===== config.mk =====
export PLATFORM = sky130hd
export DESIGN_NAME = spi_slave_frontend
export DESIGN_NICKNAME = d
export VERILOG_FILES = /design/src/rtl/spi_slave_frontend.sv
export SDC_FILE = /design/constraint.sdc
export NUM_CORES = 1
export LEC_CHECK = 0
export BUFFER_PORTS_ARGS = -buffer_cell sky130_fd_sc_hd__buf_2
export CAP_MARGIN = 40
export CORE_MARGIN = 5
export CORE_UTILIZATION = 54
export CTS_CLUSTER_SIZE = 20
export DETAILED_ROUTE_END_ITERATION = 16
export GPL_TIMING_DRIVEN = 0
export PLACE_DENSITY = 0.76
export SYNTH_ARGS = -nofsm -noshare
export SYNTH_HDL_FRONTEND = slang
export SYNTH_SLANG_ARGS = --single-unit

===== constraint.sdc =====
create_clock -name clk -period 4.4 [get_ports clk]
set_clock_uncertainty 0.05 [all_clocks]
set_input_delay 0.88 -clock clk [delete_from_list [all_inputs] [get_ports clk]]
set_output_delay 0.88 -clock clk [all_outputs]
set_load 0.05 [all_outputs]

===== src/rtl/spi_slave_frontend.sv =====
// SPI slave front end: decodes 16-bit R/W+address+data frames into register-bank strobes.
// Latency: addr/reg_re one clk after the 8th sample edge, reg_we one clk after the 16th.
// Backpressure: none; the register bank must accept every strobe, and ena=0 freezes all state.
module spi_slave_frontend #(
  parameter int ADDR_W = 3
) (
  input  logic              clk,
  input  logic              rstb,
  input  logic              ena,
  input  logic [1:0]        mode,
  input  logic              spi_cs_n,
  input  logic              spi_clk,
  input  logic              spi_mosi,
  output logic              spi_miso,
  output logic [ADDR_W-1:0] reg_addr,
  output logic [7:0]        reg_wdata,
  output logic              reg_we,
  output logic              reg_re,
  input  logic [7:0]        reg_rdata,
  output logic              busy
);

  // cs_armed: chip select has been seen high, so the next low level is a genuine frame start.
  // This keeps a frame from starting when reset releases with spi_cs_n already low.
  logic        cs_armed;
  logic [1:0]  mode_q;
  logic        sclk_prev;
  logic [4:0]  bit_cnt;
  logic [14:0] rx_sh;
  logic [7:0]  tx_sh;

  logic sclk_rise;
  logic sclk_fall;
  logic sample_on_rise;
  logic sample_edge;
  logic shift_edge;

  // Modes 0 and 3 sample on the rising edge, modes 1 and 2 on the falling edge.
  assign sclk_rise      = spi_clk & ~sclk_prev;
  assign sclk_fall      = ~spi_clk & sclk_prev;
  assign sample_on_rise = ~(mode_q[1] ^ mode_q[0]);
  assign sample_edge    = sample_on_rise ? sclk_rise : sclk_fall;
  assign shift_edge     = sample_on_rise ? sclk_fall : sclk_rise;

  // Frame tracking, serial shift, command decode and strobe generation.
  always_ff @(posedge clk or negedge rstb) begin
    if (!rstb) begin
      cs_armed  <= 1'b0;
      mode_q    <= 2'b00;
      sclk_prev <= 1'b0;
      bit_cnt   <= 5'd0;
      rx_sh     <= 15'd0;
      tx_sh     <= 8'd0;
      spi_miso  <= 1'b0;
      reg_addr  <= '0;
      reg_wdata <= 8'h00;
      reg_we    <= 1'b0;
      reg_re    <= 1'b0;
      busy      <= 1'b0;
    end else if (ena) begin
      // Strobes are single-cycle by default; previous spi_clk tracks every enabled cycle,
      // which also loads it at frame start so the first cycle sees no edge.
      reg_we    <= 1'b0;
      reg_re    <= 1'b0;
      sclk_prev <= spi_clk;
      if (spi_cs_n) begin
        // Deselect wins over any edge seen in the same cycle.
        cs_armed <= 1'b1;
        busy     <= 1'b0;
        bit_cnt  <= 5'd0;
        rx_sh    <= 15'd0;
        tx_sh    <= 8'd0;
        spi_miso <= 1'b0;
      end else if (!busy) begin
        if (cs_armed) begin
          cs_armed <= 1'b0;
          busy     <= 1'b1;
          mode_q   <= mode;
        end
      end else begin
        // Read data is valid only while reg_re is high, so load it in exactly that cycle.
        if (reg_re) begin
          tx_sh <= reg_rdata;
        end else if (shift_edge) begin
          spi_miso <= tx_sh[7];
          tx_sh    <= {tx_sh[6:0], 1'b0};
        end
        if (sample_edge && (bit_cnt < 5'd16)) begin
          rx_sh   <= {rx_sh[13:0], spi_mosi};
          bit_cnt <= bit_cnt + 5'd1;
          // 8th bit completes the command byte; R/W bit currently sits at rx_sh[6].
          if (bit_cnt == 5'd7) begin
            reg_addr <= ADDR_W'({rx_sh[5:0], spi_mosi});
            reg_re   <= ~rx_sh[6];
          end
          // 16th bit completes the data byte; R/W bit has moved to rx_sh[14].
          if (bit_cnt == 5'd15) begin
            reg_we <= rx_sh[14];
            if (rx_sh[14]) begin
              reg_wdata <= {rx_sh[6:0], spi_mosi};
            end
          end
        end
      end
    end
  end

endmodule


==> flow_metrics.tcl <==
set metrics [dict create \
    status "completed" \
    post-route-period-util 0.499 \
    grt_pass1_wl_um 8540 \
    seq_area_frac_synth 0.515 \
    reg2reg_depth 6 \
    route.met3.wl_um 311 \
    wire_per_inst_um 16.3 \
    crit_path_start_kind "input port" \
    cts_made_buffers 5 \
    clkPwrFrac 0.317 \
    tns_ps 0 \
    wl_met1_um 2030 \
    synth_xor_area_frac 0.00712 \
    dr.pass1.iters 4 \
    path_cells "buf_2, and4bb_2, mux2i_2, nor3_1, mux2_2" \
    synth-warning-count 0 \
    synth_fp_nets 225 \
    rrSetupSlack_ps 2390 \
    synthAdderAreaFrac 0.0110 \
    dieArea_um2 5630 \
    post_synth_mux_area_share 0.150 \
    clock-root-buffer "clkbuf_8" \
    internal_power_mw 0.691 \
    synth_cell_type_count 36 \
    ir_worst_vdd_v 0.000238 \
    timing.final.crit_period_ps 2190 \
    track_usage 0.202 \
    cp_slowest_stage_delay_ps 490 \
    crit_required_ps 4540 \
    placed_cell_area_um2 2520 \
    row_count 23 \
    yosys.area.top_type "dfrtp_1" \
    met2_wirelength_um 2390 \
    hold_class "register to register" \
    arrival_ps 2330 \
    finalMaxSlewViolations 0 \
    routed_via_density 5.87 \
    pin_count 31 \
    crit_path_start "spi_clk" \
    p_seq_frac 0.508 \
    synth_top_family_by_area "simple AND/OR/NAND/NOR gates" \
    syn_area_um2 2280 \
    grt_max_degree 26 \
    p_sw_mw 0.264 \
    tightest_slew_ps 574 \
    stdcell_count 295 \
    setup_violations 0 \
    numClockSinks 47 \
    hold_viol 0 \
    die_w_um 75.0 \
    switching_share 0.277 \
    antenna_found_initial 0 \
    core_um2 4060 \
    holdWs_ps 435 \
    leakage_nw 1.21 \
    port-buffer-count 30 \
    cp_max_fo 5 \
    syn_inst 207 \
    area_delta_synth_final_pct 14.7 \
    syn_area_per_cell_um2 11.0 \
    path_clk_slew_ps 80 \
    tritoncts "yes" \
    post_cts_buffers 0 \
    synth_top_cell_area_share 0.515 \
    endpoint_kind "register" \
    r2r_end "reg_wdata[3]" \
    crit_end "reg_addr[1]" \
    synth_compound_area_frac 0.117 \
    clock_path_buffers 2 \
    drv_cap 0 \
    synth.area.top_cells "dfrtp_1, mux2_2, mux2i_1, nand3_1, nand2_1" \
    wirelength_um 4790 \
    rsz0062_at_grt "false" \
    via_count 1732 \
    top_layer_used "met4" \
    finalNetCount 263 \
    start_util 0.563 \
    drtIter0Drc 119 \
    diodes 0 \
    dpl.hpwl_um 3380 \
    path_class "input port to register" \
    overflow 0 \
    fmax_ghz 0.456 \
    antenna_left 0 \
    grt_pass1_vias 1754 \
    p_per_area_nw_per_um2 365 \
    synthSimpleGateAreaFrac 0.173 \
    postCtsHoldBufs 0 \
    place_congestion 0.842 \
    place_inst 288 \
    post-route-drc-count 0 \
    ys_ff_latch 47 \
    combPwrFrac 0.175 \
    finalPower_mw 0.955 \
    crit_slowest_cell "nor3_1" \
    cts_resized 0 \
    fin_area_um2 2620 \
    clock_latency_ps 300 \
    drive_gt1_frac 0.273 \
    ctsHtreeMaxLevel 2 \
    die_h_um 75.0 \
    slew_headroom 0.617 \
    regToRegStartpoint "bit_cnt[0]" \
]
[through the flow]
stage	utilization	setup WS, ps
global placement	0.615	1910
CTS	0.646	2200
floorplan	-	2240
detailed placement	0.620	1880
global route	0.646	2130
finish	0.646	2210
[how the worst min path moves through the flow]
stage            startpoint      endpoint  slack (ps)  depth (start not counted)
2_1_floorplan     rx_sh[11]     rx_sh[11]         410                          1
3_3_place_gp         reg_we        reg_we         410                          1
3_5_place_dp         reg_we        reg_we         420                          1
4_1_cts              reg_we        reg_we         440                          1
5_1_grt        reg_wdata[1]  reg_wdata[1]         470                          1
6_report             reg_we        reg_we         440                          1
[per-layer routing]
layer | vias to the layer above | GRT usage
met3 | 6 | 0.0454
li1 | 833 | -
met4 | 0 | 0.0652
met1 | 841 | 0.270
met2 | 52 | 0.328
met5 | - | 0
[critical path, delay by kind of cell]
| family | cells | cell delay (ps) |
|---|---|---|
| muxes | 2 | 530 |
| buffers and inverters | 1 | 120 |
| and+or+nand+nor | 2 | 790 |
[kinds of logic (layout without fill, tap and decap cells)]
kind of cell             after synthesis  after routing
buffers and inverters                 16             54
AND/OR/NAND/NOR                       72             72
adder cells (fa/ha/maj)                2              2
AO/OA/AOI/OAI                         38             38
XOR/XNOR                               1              1
flip-flops                            47             47
multiplexers                          31             31
[synthesized netlist by cell type (all sizes together)]
master,n
a22oi,6
o211ai,6
nand4b,2
clkbuf,9
o41ai,1
o311ai,2
mux2,22
a21o,1
a21oi,3
nand2,15
mux2i,9
ha,2
a31oi,1
o221ai,3
and3,2
nand3b,3
a21boi,1
nand3,12
nor2,12
buf,3
xnor2,1
or3,1
nor2b,9
inv,4
and4bb,2
nor3b,1
a22o,2
dfrtp,47
nand2b,8
nor3,5
a211o,2
o21ai,10
[power groups by stage]
stage	combinational (mW)	sequential (mW)	clock, mW
after floorplan	0.112	0.493	0
after global placement	0.160	0.491	0
after detailed placement	0.168	0.494	0
after CTS	0.170	0.485	0.311
after global routing	0.185	0.490	0.327
final	0.168	0.485	0.303
[layout by cell type (no fill, tap or decap), drive strengths merged]
cell,synthesis,final
mux2,22,22
nand3,12,12
nand3b,3,3
buf,3,34
and4bb,2,2
o221ai,3,3
a22oi,6,6
o21ai,10,10
mux2i,9,9
a21oi,3,3
or3,1,1
nor3b,1,1
o211ai,6,6
dfrtp,47,47
o41ai,1,1
nand2b,8,8
a211o,2,2
and3,2,2
inv,4,4
o311ai,2,2
xnor2,1,1
clkbuf,9,15
ha,2,2
nor2,12,12
nor3,5,5
a21o,1,1
nor2b,9,9
a22o,2,2
bufinv,0,1
a21boi,1,1
a31oi,1,1
nand2,15,15
nand4b,2,2
[registers in the layout (all words and copies together), names as in the netlist, 2 cells and up]
| register | count |
|---|---|
| tx_sh | 8 |
| reg_addr | 3 |
| mode_q | 2 |
| rx_sh | 15 |
| reg_wdata | 8 |
| bit_cnt | 5 |
[area by class of cell]
cell class / count / area (µm²)
clock buffers: 6 / 72.6
fillers: 318 / 1440
multi-input cells: 144 / 1050
clock inverters: 1 / 30.0
flip-flops and latches: 47 / 1180
plain buffers: 12 / 47.5
inverters: 4 / 15.0
repair buffers: 31 / 170
well taps: 50 / 62.6
No activity file was read; power rests on OpenSTA's default activity.
